## src/rtl/loader_pkg.sv

```systemverilog
// Shared types and RV32I encoding constants for the instruction loader.
// Covers the field-tuple op codes, the opcode/funct3 fields and the loader FSM states.
package loader_pkg;

  typedef enum logic [1:0] {
    OP_ADDI = 2'b00,
    OP_SW   = 2'b01,
    OP_LW   = 2'b10,
    OP_RSV  = 2'b11
  } op_e;

  localparam logic [6:0] OPC_OPIMM  = 7'b0010011;
  localparam logic [6:0] OPC_LOAD   = 7'b0000011;
  localparam logic [6:0] OPC_STORE  = 7'b0100011;
  localparam logic [2:0] FUNCT3_ADD = 3'b000;
  localparam logic [2:0] FUNCT3_W   = 3'b010;

  typedef enum logic [2:0] {
    ST_IDLE  = 3'd0,
    ST_LOAD  = 3'd1,
    ST_WRITE = 3'd2,
    ST_CHECK = 3'd3,
    ST_DONE  = 3'd4
  } state_e;

endpackage

```

## src/rtl/rv_instr_encoder.sv

```systemverilog
// Combinational RV32I encoder for the addi/sw/lw subset used by the loader.
// The reserved op yields a zero word and flags illegal.
module rv_instr_encoder
  import loader_pkg::*;
(
  input  op_e         op,
  input  logic [4:0]  rd,
  input  logic [4:0]  rs1,
  input  logic [4:0]  rs2,
  input  logic [11:0] imm,
  output logic [31:0] word,
  output logic        illegal
);

  // Pack the fields into the instruction format selected by op.
  always_comb begin
    word    = 32'h0000_0000;
    illegal = 1'b0;
    case (op)
      OP_ADDI: word = {imm, rs1, FUNCT3_ADD, rd, OPC_OPIMM};
      OP_LW:   word = {imm, rs1, FUNCT3_W, rd, OPC_LOAD};
      OP_SW:   word = {imm[11:5], rs2, rs1, FUNCT3_W, imm[4:0], OPC_STORE};
      default: illegal = 1'b1;
    endcase
  end

endmodule

```

## src/rtl/instr_loader_encoder.sv

```systemverilog
// Encodes a stream of addi/sw/lw field tuples and writes them to consecutive memory words.
// Optional readback check after every write is enabled by defining LOADER_VERIFY_EN.
module instr_loader_encoder
  import loader_pkg::*;
#(
  parameter int ADDR_W = 10,
  parameter int DATA_W = 32
) (
  input  logic              clock,
  input  logic              reset,
  input  logic              start,
  input  logic [ADDR_W-1:0] base_addr,
  input  logic              in_valid,
  output logic              in_ready,
  input  logic [1:0]        in_op,
  input  logic [4:0]        in_rd,
  input  logic [4:0]        in_rs1,
  input  logic [4:0]        in_rs2,
  input  logic [11:0]       in_imm,
  input  logic              in_last,
  output logic [ADDR_W-1:0] mem_select,
  output logic [DATA_W-1:0] mem_data,
  output logic              mem_write,
  input  logic [DATA_W-1:0] mem_rdata,
  output logic              busy,
  output logic              done,
  output logic [2:0]        err,
  output logic [ADDR_W:0]   count
);

  localparam logic [ADDR_W-1:0] ADDR_MAX  = '1;
  localparam logic [ADDR_W-1:0] ADDR_ONE  = ADDR_W'(1);
  localparam logic [ADDR_W:0]   COUNT_ONE = (ADDR_W + 1)'(1);

  state_e            state_r, state_s;
  logic [ADDR_W-1:0] addr_r, addr_s;
  logic [ADDR_W-1:0] sel_r, sel_s;
  logic [DATA_W-1:0] data_r, data_s;
  logic [ADDR_W:0]   count_r, count_s;
  logic [2:0]        err_r, err_s;
  logic              last_r, last_s;
  logic              write_r, write_s;
  logic              ready_r, ready_s;
  logic              busy_r, busy_s;
  logic              done_r, done_s;

  logic [31:0]       enc_word_s;
  logic              enc_illegal_s;
  logic              accept_s;
  logic              wrap_s;
  state_e            fin_state_s;
  logic [ADDR_W-1:0] fin_addr_s;

  rv_instr_encoder u_enc (
    .op      (op_e'(in_op)),
    .rd      (in_rd),
    .rs1     (in_rs1),
    .rs2     (in_rs2),
    .imm     (in_imm),
    .word    (enc_word_s),
    .illegal (enc_illegal_s)
  );

  // The last word of memory ends the session instead of wrapping to 0.
  assign accept_s    = in_valid && ready_r;
  assign wrap_s      = (addr_r == ADDR_MAX);
  assign fin_state_s = (wrap_s || last_r) ? ST_DONE : ST_LOAD;
  assign fin_addr_s  = wrap_s ? addr_r : (addr_r + ADDR_ONE);

`ifndef LOADER_VERIFY_EN
  logic unused_rdata_s;
  assign unused_rdata_s = ^mem_rdata;
`endif

  // Next-state and next-output computation.
  always_comb begin
    state_s = state_r;
    addr_s  = addr_r;
    sel_s   = sel_r;
    data_s  = data_r;
    count_s = count_r;
    err_s   = err_r;
    last_s  = last_r;
    write_s = 1'b0;
    case (state_r)
      ST_IDLE, ST_DONE: begin
        if (start) begin
          addr_s  = base_addr;
          count_s = '0;
          err_s   = 3'b000;
          state_s = ST_LOAD;
        end else begin
          state_s = state_r;
        end
      end
      ST_LOAD: begin
        if (accept_s && enc_illegal_s) begin
          err_s[0] = 1'b1;
          state_s  = in_last ? ST_DONE : ST_LOAD;
        end else if (accept_s) begin
          sel_s   = addr_r;
          data_s  = DATA_W'(enc_word_s);
          last_s  = in_last;
          write_s = 1'b1;
          state_s = ST_WRITE;
        end else begin
          state_s = ST_LOAD;
        end
      end
      ST_WRITE: begin
`ifdef LOADER_VERIFY_EN
        state_s = ST_CHECK;
`else
        state_s  = fin_state_s;
        addr_s   = fin_addr_s;
        count_s  = count_r + COUNT_ONE;
        err_s[1] = err_r[1] | wrap_s;
`endif
      end
      ST_CHECK: begin
`ifdef LOADER_VERIFY_EN
        // mem_select is still held, so mem_rdata reflects the word just written.
        if (mem_rdata != data_r) begin
          err_s[2] = 1'b1;
        end else begin
          err_s[2] = err_r[2];
        end
        state_s  = fin_state_s;
        addr_s   = fin_addr_s;
        count_s  = count_r + COUNT_ONE;
        err_s[1] = err_r[1] | wrap_s;
`else
        state_s = ST_IDLE;
`endif
      end
      default: state_s = ST_IDLE;
    endcase
    ready_s = (state_s == ST_LOAD);
    busy_s  = (state_s == ST_LOAD) || (state_s == ST_WRITE) || (state_s == ST_CHECK);
    done_s  = (state_s == ST_DONE);
  end

  // State and registered outputs with synchronous reset.
  always_ff @(posedge clock) begin
    if (reset) begin
      state_r <= ST_IDLE;
      addr_r  <= '0;
      sel_r   <= '0;
      data_r  <= '0;
      count_r <= '0;
      err_r   <= 3'b000;
      last_r  <= 1'b0;
      write_r <= 1'b0;
      ready_r <= 1'b0;
      busy_r  <= 1'b0;
      done_r  <= 1'b0;
    end else begin
      state_r <= state_s;
      addr_r  <= addr_s;
      sel_r   <= sel_s;
      data_r  <= data_s;
      count_r <= count_s;
      err_r   <= err_s;
      last_r  <= last_s;
      write_r <= write_s;
      ready_r <= ready_s;
      busy_r  <= busy_s;
      done_r  <= done_s;
    end
  end

  assign in_ready   = ready_r;
  assign mem_select = sel_r;
  assign mem_data   = data_r;
  assign mem_write  = write_r;
  assign busy       = busy_r;
  assign done       = done_r;
  assign err        = err_r;
  assign count      = count_r;

endmodule

```

## config.mk

```make
export PLATFORM = sky130hd
export DESIGN_NAME = instr_loader_encoder
export DESIGN_NICKNAME = d
export VERILOG_FILES = /design/src/rtl/loader_pkg.sv /design/src/rtl/rv_instr_encoder.sv /design/src/rtl/instr_loader_encoder.sv
export SDC_FILE = /design/constraint.sdc
export NUM_CORES = 1
export LEC_CHECK = 0
export BUFFER_PORTS_ARGS = -buffer_cell sky130_fd_sc_hd__buf_2
export CORE_ASPECT_RATIO = 1.4
export CORE_MARGIN = 5
export CORE_UTILIZATION = 51
export CTS_CLUSTER_SIZE = 8
export DETAILED_ROUTE_END_ITERATION = 10
export GPL_ROUTABILITY_DRIVEN = 0
export HOLD_SLACK_MARGIN = 0.08
export PLACE_DENSITY = 0.95
export SLEW_MARGIN = 10
export SYNTH_ARGS = -nofsm -noshare
export SYNTH_HDL_FRONTEND = slang
export SYNTH_SLANG_ARGS = --single-unit
```

## constraint.sdc

```tcl
create_clock -name clock -period 3.8 [get_ports clock]
set_input_delay 0.38 -clock clock [delete_from_list [all_inputs] [get_ports clock]]
set_output_delay 0.38 -clock clock [all_outputs]
set_load 0.05 [all_outputs]
```

==> metrics.txt, run 1 <==
outcome finished clean; flops & latches, synth 67; max_slew headroom 41.67%; CTS clk-pin slew, worst paths 0.07 ns; # diodes 0; WP data required 4.05 ns; Die Wd roughly 75 um; count of boundary I/O pins about 140; RSZ-0062 raised after global routing false; Die Y 101.4 um; Die Area 7631 sq um; PwrDens 407.9 nW/um^2; Remaining DRCs 0; Site Rows 33; Synth Warn # 0; core area 5822 sq um; period utilization approximately 60%; Critical Path Start Type register; Max clock buf depth 2; Setup TNS Final 0 ns; final layout net count 521; crit end category register; overflow left after global routing 0; CP Max Fanout 26; part of the Yosys area used for sequential elements 44.10%; # resized after CTS 0; pin count of the biggest net entering global routing 39; post-DP HPWL 5.597 mm; Crit Path Class register to register; Clock Latency Late Sink 0.34 ns; antenna violations before repair 0; Worst Skew 0.007990 ns; Mapped Cells between 300 and 400; port bufs 97; average size of a mapped cell 8.690 sq um; leakage power 1.624 nW; Async SR Flop Fraction 0%; WHS Path Cells 2; CTS root buf clkbuf_8; CTS tree built; routed vias 2971; Max Clock Freq 439.1 MHz; Setup Fix Bufs, Post-CTS 0; total track usage a little over a fifth; HP Class primary input to register; # H-tree levels 3; CTS Buf Count 9; HP Start in_rs1[3]; FF-to-FF setup slack 1.52 ns; P&R area growth vs syn 22.17%; DR iter-0 viols 114; Num Clock Sinks 67; Max-Cap Viols 0; Synth Flop Type dfxtp_1; Worst Hold End mem_data[18]; global-route wire length before repair 12.54 mm; Final Hold Viols 0; fraction of layout cells with a size suffix above 1 28.28%; Final Setup Violations 0; Worst Reg-to-Reg Cells 4; Critical R2R Capture addr_r[1]; Routed Antenna Nets 0; Worst Hold Slack 0.2503 ns; CP arrival 2.53 ns; Routed WL per cell around 15 um; Starting Density 52.25%; drt first pass iters 7; Worst-Margin Slew between 0.8 and 0.9 ns; drt total wl 7.819 mm; vias per cell 5.803; Post-synth EDFFs 0; maximum VDD drop 0.0002215 V; Yosys cell types 51; Slew Viols, Final 0; worst reg2reg path startpoint state_r[1]; # hold bufs at CTS 0; synthesized area 3042 sq um; vias in the first global route 2735; Final min period 2.277 ns
through the flow:
| stage | cells | setup WS, ns | utilization [%] | power (W) | cell area, sq um |
|---|---|---|---|---|---|
| after floorplan | 355 | 1.784 | - | 0.0008592 | 3060 |
| after global placement | 496 | 1.403 | 60.15 | 0.0009009 | 3502 |
| after detailed placement | 496 | 1.346 | 60.15 | 0.0009053 | 3502 |
| after CTS | 512 | 1.550 | 63.83 | 0.001527 | 3716 |
| after global routing | 512 | 1.357 | 63.83 | 0.001574 | 3716 |
| final | 512 | 1.523 | 63.83 | 0.001516 | 3716 |
synth_stat cells (all sizes together), types with 4 or more instances:
master / n / area share, %
clkbuf: 15 / 1.9
a21oi: 39 / 6.4
dfxtp: 67 / 44
nor3: 6 / 0.99
nor2: 24 / 3.0
nand3: 9 / 1.5
o21ai: 6 / 0.99
a22oi: 11 / 2.7
ha: 8 / 3.3
nand4: 7 / 1.4
and2: 5 / 1.0
or3: 12 / 2.5
a31oi: 6 / 1.2
nand2: 50 / 6.2
buf: 15 / 3.5
a22o: 12 / 3.5
inv: 6 / 0.74
and4: 4 / 1.2
layout by cell type, fill, tap and decap left out, types with 4 or more instances in the layout:
| master | netlist | layout |
|---|---|---|
| buf_2 | 3 | 97 |
| dfxtp_1 | 67 | 67 |
| nand2_1 | 50 | 50 |
| a21oi_1 | 39 | 39 |
| nor2_1 | 24 | 24 |
| or3_1 | 12 | 12 |
| a22o_1 | 12 | 12 |
| clkbuf_8 | 0 | 12 |
| a22oi_1 | 11 | 11 |
| nand3_1 | 9 | 9 |
| ha_1 | 8 | 8 |
| nand4_1 | 7 | 7 |
| inv_1 | 6 | 6 |
| o21ai_0 | 6 | 6 |
| nor3_1 | 6 | 6 |
| a31oi_1 | 6 | 6 |
| conb_1 | 1 | 6 |
| and2_1 | 5 | 5 |
| and4_1 | 4 | 4 |
| buf_4 | 8 | 4 |
routing by layer:
| metal | up-vias | wire length (um) | GRT usage (%) |
|---|---|---|---|
| met3 | 18 | 662 | 5.164 |
| met5 | - | 0 | 0 |
| met1 | 1389 | 2950 | 23.77 |
| li1 | 1445 | - | - |
| met2 | 119 | 4042 | 36.78 |
| met4 | 0 | 165 | 7.806 |
power by group:
part           switching (W)  internal (W)
Sequential         0.0000186      0.000717
Combinational       0.000103     0.0000513
Clock               0.000268      0.000357
state kept, by name, indices dropped and copies added, names as in the netlist:
name        count
mem_data       26
count          11
addr_r         10
mem_select     10
state_r         3
err             2
busy            1
done            1
in_ready        1
last_r          1
mem_write       1
cells by family (layout without fill, tap and decap cells):
| family | count (synthesis) | in the layout | share of synthesized area, % |
|---|---|---|---|
| AND/OR/NAND/NOR | 136 | 136 | 23.49 |
| AO/OA/AOI/OAI | 100 | 100 | 22.21 |
| flip-flops | 67 | 67 | 44.10 |
| buffers and inverters | 36 | 123 | 6.047 |
| adder cells (fa/ha/maj) | 8 | 8 | 3.291 |
| multiplexers | 2 | 2 | 0.7404 |
| other | 1 | 6 | 0.1233 |
cell type report:
type / instances / area (sq um)
tap: 70 / 87.58
inverter: 6 / 22.52
clock inverter: 3 / 45.04
sequential: 67 / 1341
clock buffer: 13 / 168.9
multi-input combinational: 252 / 1535
timing repair buffer: 101 / 515.5
fill: 511 / 2106
worst max path at each step:
stage          slack, ns       start      endpoint
2_1_floorplan       1.78    in_ready  mem_data[10]
3_3_place_gp        1.40    in_op[0]  mem_data[17]
3_5_place_dp        1.35    in_op[0]  mem_data[16]
4_1_cts             1.55  state_r[1]     addr_r[1]
5_1_grt             1.36  state_r[1]     addr_r[1]
6_report            1.52  state_r[1]     addr_r[1]
critical path, stage by stage, from the launching register on:
cell and delay, ns:
dfxtp_1 0.48, or3b_1 0.75, nor4_4 0.61, nor2_1 0.12
a311oi_1 0.23
Power figures use the tool's default switching activity.
==> inputs of run 2 (changes only) <==
--- a/config.mk
+++ b/config.mk
@@ -8,12 +8,12 @@
 export BUFFER_PORTS_ARGS = -buffer_cell sky130_fd_sc_hd__buf_2
 export CORE_ASPECT_RATIO = 1.4
 export CORE_MARGIN = 5
-export CORE_UTILIZATION = 51
+export CORE_UTILIZATION = 42
 export CTS_CLUSTER_SIZE = 8
 export DETAILED_ROUTE_END_ITERATION = 10
 export GPL_ROUTABILITY_DRIVEN = 0
 export HOLD_SLACK_MARGIN = 0.08
-export PLACE_DENSITY = 0.95
+export PLACE_DENSITY = 0.86
 export SLEW_MARGIN = 10
 export SYNTH_ARGS = -nofsm -noshare
 export SYNTH_HDL_FRONTEND = slang
==> constraint.sdc (replaced) <==
create_clock -name clock -period 1.9 [get_ports clock]
set_input_delay 0.19 -clock clock [delete_from_list [all_inputs] [get_ports clock]]
set_output_delay 0.19 -clock clock [all_outputs]
set_load 0.05 [all_outputs]
==> metrics.txt, run 2 (synthesis results as in run 1) <==
outcome finished clean; Final min period 1.810 ns (-0.4673 ns); HP Class primary input to register; PwrDens 720.7 nW/um^2 (+77%); Final Setup Violations 0 (unchanged); Routed Antenna Nets 0 (unchanged); fillcell total 643 (+26%); Reg area 1343 sq um (about the same); FF-to-FF setup slack 0.09 ns (-1.43 ns); Logic pwr share 12.6% (+2.4 points); count of boundary I/O pins 136 (unchanged); core area 7027 sq um (+21%); leakage power 1.744 nW (+7.4%); Die Y 110.7 um (+9.2%); Die Wd 81.92 um (+8.8%); Crit Path Class register to register; GR met2 Demand/Resource 32.54% (-4.2 points); Largest register FFs 26 (unchanged); RSZ-0062 raised after global routing false; Setup TNS Final 0 ns (unchanged); area of the multi-input gates 1538 sq um (+0.16%); antenna violations before repair 0 (unchanged); Clock Power Share 35.9% (-5.3 points); period utilization 95.28% (+35 points); GRT busiest layer met2; final layout net count 550 (+5.6%); WHS Path Cells 3 (+1); most common cell after layout, fill and taps aside buf_2; CTS root buf clkbuf_8; Worst Hold Slack 0.1156 ns (-0.1347 ns); Clock Latency Late Sink 0.35 ns (about the same); # H-tree levels 3 (unchanged); Worst Reg-to-Reg Cells 5 (+1); CP Max Fanout 21 (-19%); total track usage 19.10% (-1.8 points); Worst Skew 0.01003 ns (+0.002040 ns); max_slew headroom 44.60% (+2.9 points); overall power 0.002852 W (+88%); Max Clock Freq 552.4 MHz (+26%); global-route wire length before repair 13.90 mm (+11%); most frequent cells in the layout 97 x buf_2, 66 x dfxtp_1, 50 x nand2_1; Site Rows 36 (+9.1%); Num Clock Sinks 67 (unchanged); maximum VDD drop 0.0004783 V (+120%); CTS Buf Count 9 (unchanged); cell-internal power 0.002040 W (+81%); met3 Track Usage GR 3.333% (-1.8 points); drt total wl 8.382 mm (+7.2%); post-DP HPWL 5.994 mm (+7.1%); drt first pass iters 4 (-3); Die Area 9068 sq um (+19%); WP data required 2.19 ns (-1.86 ns); Starting Density 43.29% (-9.0 points); port bufs 97 (unchanged); pin count of the biggest net entering global routing 39 (unchanged); switching power 0.0008119 W (+110%); GR Util met1 22.12% (-1.7 points); vias in the first global route 3041 (+11%); part of the power in registers 51.5% (+2.9 points); routed vias 3004 (+1.1%); vias per cell 5.307 (-8.5%); DR iter-0 viols 105 (-7.9%); Routed WL per cell 14.81 um (-3.0%); CTS clk-pin slew, worst paths 0.08 ns (about the same); overflow left after global routing 0 (unchanged); CP arrival 2.10 ns (-0.43 ns); crit end category register; Critical Path Start Type register; Slew Viols, Final 0 (unchanged); fin util 56.32% (-7.5 points); Sw Ratio 28.47% (+2.8 points); CTS tree built; P&R area growth vs syn 30.11%; Worst-Margin Slew 0.8280 ns (-0.04696 ns); Max-Cap Viols 0 (unchanged); Remaining DRCs 0 (unchanged); # diodes 0 (unchanged); Final Hold Viols 0 (unchanged); fraction of layout cells with a size suffix above 1 30.79% (+2.5 points); Max clock buf depth 2 (unchanged)
==> run 2: cell types whose count changed in the layout (fill, tap and decap cells not counted) <==
| cell | delta |
|---|---|
| clkbuf_8 | -3 |
| clkinv_2 | +4 |
| dfxtp_1 | -1 |
| nor2_2 | +1 |
| dfxtp_2 | +1 |
| dlygate4sd3_1 | +12 |
| bufinv_16 | -1 |
| clkinvlp_4 | -1 |
| buf_4 | +16 |
| clkbuf_1 | -1 |
| buf_6 | +1 |
| nor2_1 | -1 |
| clkinv_4 | +2 |
==> run 2: final cells by class <==
type	instances	share of cell area (%)
multi-input cells	252	38.86
flip-flops and latches	67	33.92
repair buffers	130	19.38
clock buffers	9	3.130
well taps	95	3.003
clock inverters	7	1.138
inverters	6	0.5691
==> run 2: final timing paths <==
kind                      start            end
hold reg to reg   mem_select[4]  mem_select[4]
setup / recovery     state_r[2]   mem_data[27]
hold / removal     base_addr[8]      addr_r[8]
setup reg to reg     state_r[2]   mem_data[27]
==> run 2: power by group through the flow <==
stage          Sequential (W)  Combinational, W  Clock [W]
5_1_grt               0.00147          0.000392    0.00112
2_1_floorplan         0.00153          0.000188          0
3_5_place_dp          0.00150          0.000335          0
6_report              0.00147          0.000359    0.00102
3_3_place_gp          0.00150          0.000328          0
4_1_cts               0.00147          0.000355    0.00106
==> run 2: critical path, stage by stage (launching register included) <==
cell and delay [ns]:
dfxtp_1 0.33, nand2b_2 0.21, or4_4 0.63, nor4_4 0.26, buf_6 0.18, a22o_1 0.14
==> run 2: stage by stage <==
step           cell area [sq um]  worst slack, ns  std cells
5_1_grt                     3958          0.01812        566
4_1_cts                     3951          0.06780        566
6_report                    3958          0.08977        566
3_5_place_dp                3662          0.04769        538
3_3_place_gp                3662          0.07434        538
2_1_floorplan               3062          0.08126        355
==> run 2: timing repair <==
item | in CTS | in global routing
resized for setup | 0 | 2
endpoints found under the setup margin | 0 | 3
setup buffers | 0 | 0
hold endpoints to repair | 12 | 0
hold buffers | 12 | 0
==> run 2: metal layers <==
metal / wire, um / up-vias
met3: 577 / 18
met4: 190 / 0
met5: 0 / -
met1: 3333 / 1378
met2: 4281 / 108
li1: - / 1500
==> inputs of run 3 (changes only) <==
--- a/config.mk
+++ b/config.mk
@@ -6,9 +6,11 @@
 export NUM_CORES = 1
 export LEC_CHECK = 0
 export BUFFER_PORTS_ARGS = -buffer_cell sky130_fd_sc_hd__buf_2
+export CELL_PAD_IN_SITES_DETAIL_PLACEMENT = 0
+export CELL_PAD_IN_SITES_GLOBAL_PLACEMENT = 1
 export CORE_ASPECT_RATIO = 1.4
 export CORE_MARGIN = 5
-export CORE_UTILIZATION = 42
+export CORE_UTILIZATION = 30
 export CTS_CLUSTER_SIZE = 8
 export DETAILED_ROUTE_END_ITERATION = 10
 export GPL_ROUTABILITY_DRIVEN = 0
==> metrics.txt, run 3 (synthesis results as in run 1) <==
CTS tree built; Final min period 1.790 ns (-0.02027 ns); fraction of layout cells with a size suffix above 1 31.13% (+0.34 points); Remaining DRCs 0 (unchanged); P&R area growth vs syn 36.32%; CTS root buf clkbuf_16; crit end category register; Critical Path Start Type register; fillcell total 1057 (+64%); Worst Hold Slack 0.09180 ns (-0.02376 ns); most frequent cells in the layout 97 x buf_2, 65 x dfxtp_1, 50 x nand2_1; # diodes 0 (unchanged); CP Max Fanout 12 (-43%); count of boundary I/O pins 136 (unchanged); DP Cell Count 578 (+7.4%); total track usage 14.54% (-4.6 points); routed vias 3040 (+1.2%); Max-Cap Viols 0 (unchanged); Crit Path Class register to register; vias in the first global route 2924 (-3.8%); Routed Antenna Nets 0 (unchanged); Largest register FFs 26 (unchanged); Setup TNS Final 0 ns (unchanged); maximum VDD drop 0.0004897 V (+2.4%); CTS Buf Count 9 (unchanged); final layout net count 548 (-0.36%); Num Clock Sinks 67 (unchanged); max_slew headroom 45.78% (+1.2 points); drt first pass iters 4 (unchanged); overflow left after global routing 0 (unchanged); leakage power 1.811 nW (+3.8%); HP Class primary input to register; port bufs 97 (unchanged); Final Hold Viols 0 (unchanged); global-route wire length before repair 13.93 mm (+0.25%); period utilization 94.21% (-1.1 points); Site Rows 43 (+19%); post-route worst setup slack 0.1100 ns (+0.02027 ns); Max Clock Freq 558.7 MHz (+1.1%); Max clock buf depth 2 (unchanged); Worst Skew 0.004835 ns (-0.005195 ns); Starting Density 30.73% (-13 points); PwrDens 876.2 nW/um^2 (+22%); Die Y 129.1 um (+17%); most common cell after layout, fill and taps aside buf_2; Final Setup Violations 0 (unchanged); DR iter-0 viols 106 (+0.95%); Die Wd 95.10 um (+16%); # H-tree levels 3 (unchanged); non-filler instance count after layout 604 (+6.7%); Die Area 12280 sq um (+35%); RSZ-0062 raised after global routing false; worst slack, placed 0.04512 ns (-0.002574 ns); Setup Fix Bufs, Post-CTS 0 (unchanged); WP data required 2.16 ns (-0.03 ns); core area 9899 sq um (+41%); pin count of the biggest net entering global routing 25 (-36%); antenna violations before repair 0 (unchanged); vias per cell 5.033 (-5.2%); Worst-Margin Slew 0.8103 ns (-0.01769 ns); fin util 41.89% (-14 points); Clock Latency Late Sink 0.32 ns (-0.03 ns); Routed WL per cell 14.61 um (-1.3%); outcome finished clean; CTS clk-pin slew, worst paths 0.05 ns (-0.03 ns); post-DP HPWL 6.560 mm (+9.5%); CP arrival 2.05 ns (-0.05 ns); drt total wl 8.824 mm (+5.3%); Slew Viols, Final 0 (unchanged)
[run 3: cell types whose count changed in the layout (fill, tap and decap cells not counted), sizes merged]
cell	previous run	this run
bufinv	0	2
clkbuf	9	11
clkinv	6	3
clkinvlp	1	0
dlygate4sd3	12	9
or4	3	4
[run 3: per-stage QoR]
stage                     instance area (sq um)  power (W)
after floorplan                            3062   0.001719
after global placement                     3712   0.001838
after detailed placement                   3712   0.001843
after CTS                                  4130   0.003681
after global routing                       4146   0.003805
final                                      4146   0.003633
[run 3: where the power goes]
part / switching [W] / leakage (nW) / total [W] / internal, W
logic: 0.000224 / 1.10 / 0.000359 / 0.000136
registers: 0.0000344 / 0.543 / 0.00147 / 0.00144
clock network: 0.000589 / 0.165 / 0.00180 / 0.00121
[run 3: final timing paths]
kind,startpoint,to,slack [ns],cells after the start
max,state_r[2],mem_data[18],0.11,5
min,in_imm[11],mem_data[31],0.09,2
max reg2reg,state_r[2],mem_data[18],0.11,5
min reg2reg,mem_data[11],mem_data[11],0.45,2
[run 3: area by class of cell]
cell class                      count  area (sq um)  share of cell area (%)
Clock inverter                      5         75.07                   1.810
Inverter                            6         22.52                  0.5431
Multi-Input combinational cell    253          1546                   37.30
Sequential cell                    67          1344                   32.41
Clock buffer                       11         252.7                   6.095
Tap cell                          135         168.9                   4.074
Timing Repair Buffer              127         737.0                   17.77
[run 3: timing repair]
action                                  in CTS  in global routing
endpoints found under the setup margin       0                 14
hold buffers                                 9                  0
gates resized for setup                      0                  3
endpoints found under the hold margin        9                  0
[run 3: metal layers]
layer | global-route usage (%) | part of all wire (%) | vias to the layer above
met1 | 16.96 | 42 | 1422
met2 | 25.40 | 51 | 102
met4 | 5.268 | 1.3 | 0
met3 | 3.717 | 6.1 | 9
li1 | - | - | 1507
met5 | 0 | 0 | -
[run 3: critical path, stage by stage (launching register included)]
cell	delay [ns]
dfxtp_1	0.33
nand2b_2	0.24
or4_4	0.59
nor4_4	0.25
buf_6	0.18
a22o_1	0.14
